`src/rtl/reloj_controlador.sv`:
```
// Timing and mode controller for the digital clock: 1 Hz prescaler, carry chaining,
// RUN/SET_HOR/SET_MIN FSM and button debouncing. Optional auto-repeat: RELOJ_AUTO_REPEAT_EN.
module reloj_controlador #(
  parameter int CLK_HZ       = 50000000,
  parameter int DEBOUNCE_CYC = 500000,
  parameter int REPEAT_CYC   = 25000000
) (
  input  logic       clock,
  input  logic       reset,
  input  logic       btn_modo,
  input  logic       btn_inc,
  input  logic       carry_seg,
  input  logic       carry_min,
  output logic       tick_1hz,
  output logic       inc_seg,
  output logic       inc_min,
  output logic       inc_hor,
  output logic       clr_seg,
  output logic [1:0] modo,
  output logic       parpadeo
);

  localparam int PW = $clog2(CLK_HZ);
  localparam int DW = $clog2(DEBOUNCE_CYC + 1);
  localparam logic [PW-1:0] PRE_MAX  = PW'(CLK_HZ - 1);
  localparam logic [PW-1:0] PRE_HALF = PW'(CLK_HZ / 2);
  localparam logic [DW-1:0] DB_MAX   = DW'(DEBOUNCE_CYC - 1);

  if (CLK_HZ < 4 || DEBOUNCE_CYC < 1 || REPEAT_CYC < 1) begin : g_param_check
    $error("reloj_controlador: invalid parameter setting");
  end

  typedef enum logic [1:0] {
    RUN     = 2'b00,
    SET_HOR = 2'b01,
    SET_MIN = 2'b10
  } modo_t;

  modo_t         state, state_next;
  logic [1:0]    sync1, sync2, deb, deb_d;
  logic [DW-1:0] db_cnt [2];
  logic [PW-1:0] pre, pre_next;
  logic          edge_modo, edge_inc, inc_evt, in_run;
  logic          leave_min, hor_req, min_req, pre_wrap;
  logic          tick_d, inc_seg_d, inc_min_d, inc_hor_d, parp_d;

  // Index 0 is the mode button, index 1 the increment button.
  always_ff @(posedge clock) begin
    if (reset) begin
      sync1 <= '0;
      sync2 <= '0;
      deb   <= '0;
      deb_d <= '0;
      for (int i = 0; i < 2; i++) db_cnt[i] <= '0;
    end else begin
      sync1 <= {btn_inc, btn_modo};
      sync2 <= sync1;
      deb_d <= deb;
      for (int i = 0; i < 2; i++) begin
        if (sync2[i] == deb[i]) begin
          db_cnt[i] <= '0;
        end else if (db_cnt[i] == DB_MAX) begin
          deb[i]    <= sync2[i];
          db_cnt[i] <= '0;
        end else begin
          db_cnt[i] <= db_cnt[i] + DW'(1);
        end
      end
    end
  end

  assign edge_modo = deb[0] & ~deb_d[0];
  assign edge_inc  = deb[1] & ~deb_d[1];
  assign in_run    = (state != SET_HOR) && (state != SET_MIN);

`ifdef RELOJ_AUTO_REPEAT_EN
  localparam int RW = $clog2(REPEAT_CYC + 1);
  localparam logic [RW-1:0] REP_MAX = RW'(REPEAT_CYC - 1);

  logic [RW-1:0] rep_cnt;
  logic          rep_fire;

  // Restarts at every fresh press so repeats are spaced from the initial edge.
  always_ff @(posedge clock) begin
    if (reset || !deb[1] || edge_inc || edge_modo || in_run) begin
      rep_cnt <= '0;
    end else if (rep_cnt == REP_MAX) begin
      rep_cnt <= '0;
    end else begin
      rep_cnt <= rep_cnt + RW'(1);
    end
  end

  assign rep_fire = deb[1] & ~edge_inc & ~in_run & (rep_cnt == REP_MAX);
  assign inc_evt  = edge_inc | rep_fire;
`else
  assign inc_evt = edge_inc;
`endif

  always_ff @(posedge clock) begin
    if (reset) state <= RUN;
    else       state <= state_next;
  end

  // A mode change always wins over a simultaneous increment request.
  always_comb begin
    state_next = state;
    leave_min  = 1'b0;
    hor_req    = 1'b0;
    min_req    = 1'b0;
    case (state)
      SET_HOR: begin
        hor_req = inc_evt & ~edge_modo;
        if (edge_modo) state_next = SET_MIN;
      end
      SET_MIN: begin
        min_req = inc_evt & ~edge_modo;
        if (edge_modo) begin
          state_next = RUN;
          leave_min  = 1'b1;
        end
      end
      default: begin
        if (edge_modo) state_next = SET_HOR;
      end
    endcase
    pre_wrap  = (pre == PRE_MAX);
    tick_d    = pre_wrap & ~leave_min;
    inc_seg_d = tick_d & in_run;
    inc_min_d = (tick_d & in_run & carry_seg) | min_req;
    inc_hor_d = (tick_d & in_run & carry_seg & carry_min) | hor_req;
    parp_d    = in_run | (pre < PRE_HALF);
    pre_next  = (pre_wrap || leave_min) ? '0 : pre + PW'(1);
  end

  always_ff @(posedge clock) begin
    if (reset) begin
      pre      <= '0;
      tick_1hz <= 1'b0;
      inc_seg  <= 1'b0;
      inc_min  <= 1'b0;
      inc_hor  <= 1'b0;
      clr_seg  <= 1'b0;
      parpadeo <= 1'b1;
    end else begin
      pre      <= pre_next;
      tick_1hz <= tick_d;
      inc_seg  <= inc_seg_d;
      inc_min  <= inc_min_d;
      inc_hor  <= inc_hor_d;
      clr_seg  <= leave_min;
      parpadeo <= parp_d;
    end
  end

  assign modo = state;

endmodule

```
`config.mk`:
```
export PLATFORM = sky130hd
export DESIGN_NAME = reloj_controlador
export DESIGN_NICKNAME = d
export VERILOG_FILES = /design/src/rtl/reloj_controlador.sv
export SDC_FILE = /design/constraint.sdc
export NUM_CORES = 1
export LEC_CHECK = 0
export ABC_AREA = 1
export CAP_MARGIN = 5
export CORE_MARGIN = 8
export CORE_UTILIZATION = 45
export CTS_CLUSTER_DIAMETER = 200
export DETAILED_ROUTE_END_ITERATION = 7
export SLEW_MARGIN = 20
export SYNTH_ARGS = -nofsm -noshare
export SYNTH_HDL_FRONTEND = slang
export SYNTH_SLANG_ARGS = --single-unit
```
`constraint.sdc`:
```
create_clock -name clock -period 1.8 [get_ports clock]
set_clock_uncertainty 0.2 [all_clocks]
set_input_delay 0.27 -clock clock [delete_from_list [all_inputs] [get_ports clock]]
set_output_delay 0.27 -clock clock [all_outputs]
set_load 0.05 [all_outputs]
```
-- Word-level counts from Yosys, hierarchy flattened
Memories as Yosys holds them, arrays and structs flattened.
Index checks and enable logic that the tools add are counted.
- add/sub/neg operators: 3
- multipliers: 0
- div/mod/pow operators: 0
- $lt $le $gt $ge: 1
- equality and inequality tests: 9
- shift-type cells: 0
- multiplexer cells: 38
- bitwise operators: 22
- reductions and logical operators: 5
- operators by type and width (kind ; count):
    2-to-1 mux 19 bit ; 6
    adder 19 x 1 -> 19 bit (second input constant) ; 2
    == test 19 bit (second input constant) ; 2
    2-to-1 mux 1 bit ; 28
    adder 26 x 1 -> 26 bit (second input constant) ; 1
    == test 26 bit (second input constant) ; 1
    less-than comparator 26 x 25 -> 1 bit (second input constant) ; 1
    OR 1 bit ; 9
    AND 1 bit ; 7
    2-to-1 mux 2 bit ; 3
    inverter 1 bit ; 6
    case mux 2 bit (2 select lines) ; 1
    AND reduction 2 bit ; 2
    == test 1 bit ; 2
    == test 2 x 1 -> 1 bit (second input constant) ; 1
    == test 2 bit (second input constant) ; 1
    != test 2 x 1 -> 1 bit (second input constant) ; 1
    != test 2 bit (second input constant) ; 1
    OR reduction 2 bit ; 1
    logical AND 1 bit ; 1
    logical OR 1 bit ; 1
- register bits: 42
- latch bits: 0
- memory bits (writable): 38
- ROM bits: 0
- input port bits: 6
- output and inout port bits: 8
- word-level logic and storage cells: 92
- memories: 1
- memory list (name ; words ; bits a word ; read ports ; clocked after memory_dff ; wr ports ; line ; RTL):
    db_cnt ; 2 ; 19 ; 2 ; 0 ; 2 ; 41 ; logic [DW-1:0] db_cnt [2];

-- Depth between registers and ports, before layout
- depth after elaboration: 10
- mapped depth: 9
- depth with buffers taken out: 9

-- Worst setup path before layout
Ideal clock, no wire load.
- kind: register -> register
- start point: memory db_cnt[1][0] (netlist name)
- end point: memory db_cnt[1][0] (netlist name), data pin
- library setup time: 0.262 ns
- arrival time: 1.424 ns
- data required time: 1.338 ns
- setup slack: -0.085 ns
- cell stages (with the launch flop): 8
- path buffers: 1
- clock period less this slack: 1.885 ns
- path through: edfxtp_1 -> ha_1 -> nand3_2 -> nor2_1 -> nand3_1 -> nand2_2 -> buf_4 -> nor2_1
- RTL lines (what ; line):
    start: declaration ; 41

==> run_results.csv <==
group,metric,value,unit
outcome,status,"complete, but fails checks",
outcome,violations,"setup timing",
power,p_leak,2.23,nW
cells_and_area,multi_input_area,2290,sq um
route,antenna_left,0,
global_route,antenna_found_initial,0,
setup_path,end_kind,"register",
power,power.total,3.76,mW
route,dr.pass1.iters,4,
route,wl,10000,microns
synth,synth_top_flop_cell,"dfxtp_1",
clocking,clock_path_buffers,2,
clocking,root_buffer,"clkbuf_8",
route,wire_per_inst,12.2,microns
placement,dp.cells,796,
global_route,grt.total_usage,0.152,
floorplanning,coreArea,9280,sq um
synth,synth-edff-count,38,
synth,syn-cell-area,4320,sq um
placement,gp_routability_congestion,0.866,
route,drc_errors,0,
sta,period_minus_slack,1820,ps
cells_and_area,final_area,5540,sq um
sta,setup_viol_count_final,1,
setup_path,r2r-end,"db_cnt[0][10]$_SDFFCE_PN0P_",
clocking,clkLatencyLatePin,350,ps
floorplanning,die_area,13000,sq um
clocking,cts_sinks,80,
synth,syn_avg_cell_area,7.45,sq um
setup_path,crit_required,1710,ps
cells_and_area,fin_cells,824,
setup_path,startpoint_type,"register",
sta,final-hold-violation-count,0,
route,num_vias,3873,
clocking,cts_made_buffers,9,
clocking,htree_levels,3,
cells_and_area,nFillCells,892,
setup_path,r2r_cells,8,
placement,place_worst_setup_slack,-129,ps
route,vias_per_cell,4.70,
setup_path,critical_path_class,"register to register",
global_route,grt_pass1_wl,16100,microns
setup_path,r2r-start,"db_cnt[0][0]$_SDFFCE_PN0P_",
cells_and_area,utilization,0.596,
synth,synth_cell_types,32,
synth,synth-seq-cells,80,
synth,async_flop_share,0,
synth,synth_common_cells,"nand2_1, nor2_1, inv_1",
synth,ys_seq_area_frac,0.459,
setup_path,cp-endpoint,"db_cnt[0][10]$_SDFFCE_PN0P_",
sta,hold_ws,202,ps
setup_path,arrival,1730,ps
clocking,clk_pin_slew,90,ps
sta,fin_setup_tns,-24.7,ps
flow_run,max_cap_viol_count,0,
setup_path,reg2reg_slack,-20,ps
power,max-vdd-ir-drop,0.000606,V
synth,synth_top_area_cell,"edfxtp_1",
clocking,cts_tree,"yes",
cells_and_area,nets,701,
power,p_per_area,679,nW/um^2
worst_hold_path,hp-class,"register to register",
sta,rsz0062_at_grt,"yes",
placement,placed_area,5050,sq um
global_route,grt_start_max_net_pins,24,
global_route,grt_overflow,0,
global_route,first_global_vias,3678,
route,drt-initial-drc-count,138,
cells_and_area,diodes,0,
placement,place.port_buffers,13,
floorplanning,die_y,114,microns
synth,synth_top_area_share,0.264,
cells_and_area,layout-drive-gt1-share,0.186,
floorplanning,die_x,114,microns
setup_path,cp_max_fo,3,
sta,fin_ws,-24.7,ps
synth,yosys_warnings,0,
cells_and_area,syn2layout_area_growth,28.3,%
floorplanning,start_util,0.465,
sta,finalCritPeriodShare,1.01,
synth,synth.area.top_cells,"edfxtp_1, dfxtp_1, nand2_1, nor2_1, inv_1",
synth,synth_cells,579,
floorplanning,num_rows,35,
setup_path,cp-startpoint,"db_cnt[0][0]$_SDFFCE_PN0P_",
placement,place_hpwl,7230,microns
cells_and_area,seqCellArea,1990,sq um
synth,synth.most_common_cell,"nand2_1",
sta,max_freq,548,MHz
floorplanning,ios,14,
sta,slew_violations,0,
## kinds of logic after synthesis
logic type	synth area share
and+or+nand+nor	0.352
DFF	0.459
buffers and inverters	0.0734
AOI/OAI and AO/OA	0.0591
xor gates and xnor gates	0.0406
adders and majority gates	0.0145
other	0.000869
## worst max-delay path, cell delays in order (launching register included)
cell and delay, ps:
edfxtp_1 380, ha_2 200, nand3_2 90, inv_2 80, buf_6 90, nand4_1 170, buf_4 200, xor2_1 120
nor2_1 50
## layout by cell type, fill, tap and decap left out, drive strengths merged
cell	Yosys	layout
a21oi	28	28
clkbuf	1	14
nand4	19	19
nor3b	3	3
nor3	12	12
clkinv	0	2
buf	5	63
inv	71	71
conb	1	38
o21bai	1	1
nand3b	4	4
and2	1	1
a31oi	1	1
xnor2	6	6
edfxtp	38	38
ha	5	5
nand2	145	145
nand3	33	33
clkdlybuf4s50	0	5
or2	6	6
o21ai	15	15
bufinv	0	1
xor2	14	14
nor2	128	128
dfxtp	42	42
## flip-flops by register name, indices dropped and copies added (netlist names)
signal and count:
deb_d 2, modo 2, sync2 2, sync1 2, inc_hor 1, inc_seg 1, parpadeo 1, tick_1hz 1
deb 2, pre 26, db_cnt 38, inc_min 1, clr_seg 1
## report_power, final
group	total (mW)	internal, mW	switching, mW
clock	1.54	0.850	0.688
sequential	1.99	1.95	0.0393
combinational	0.237	0.107	0.130
## timing repair
action	4_1_cts	5_1_grt
gates resized for setup	0	40
buffers inserted	3	7
pin swaps	1	16
endpoints found under the hold margin	0	0
hold buffers	0	0
setup endpoints to repair	19	66
cloned	0	2
## how the worst min path moves through the flow
stage / startpoint / end / slack [ps] / cells after the start
finish: sync1[1]$_SDFF_PP0_ / sync2[1]$_SDFF_PP0_ / 200 / 2
global route: sync1[0]$_SDFF_PP0_ / sync2[0]$_SDFF_PP0_ / 250 / 2
CTS: sync1[1]$_SDFF_PP0_ / sync2[1]$_SDFF_PP0_ / 200 / 2
detailed placement: sync1[1]$_SDFF_PP0_ / sync2[1]$_SDFF_PP0_ / 200 / 2
global placement: sync1[1]$_SDFF_PP0_ / sync2[1]$_SDFF_PP0_ / 190 / 2
floorplan: btn_modo / sync1[0]$_SDFF_PP0_ / 180 / 2
## cell type report
class / instances / area share
Timing Repair Buffer: 69 / 0.108
Multi-Input combinational cell: 459 / 0.414
Clock buffer: 13 / 0.0346
Sequential cell: 80 / 0.359
Inverter: 71 / 0.0481
Tap cell: 129 / 0.0292
Clock inverter: 3 / 0.00791
## per-layer routing
metal  routed length (microns)  vias up  GRT usage
met1                      4580     1766      0.186
met4                       181        0     0.0577
met2                      4990       50      0.261
li1                          -     2041          -
met3                       274       16     0.0264
met5                         0        -          0
Note: power is estimated with default switching activity, not from simulation.
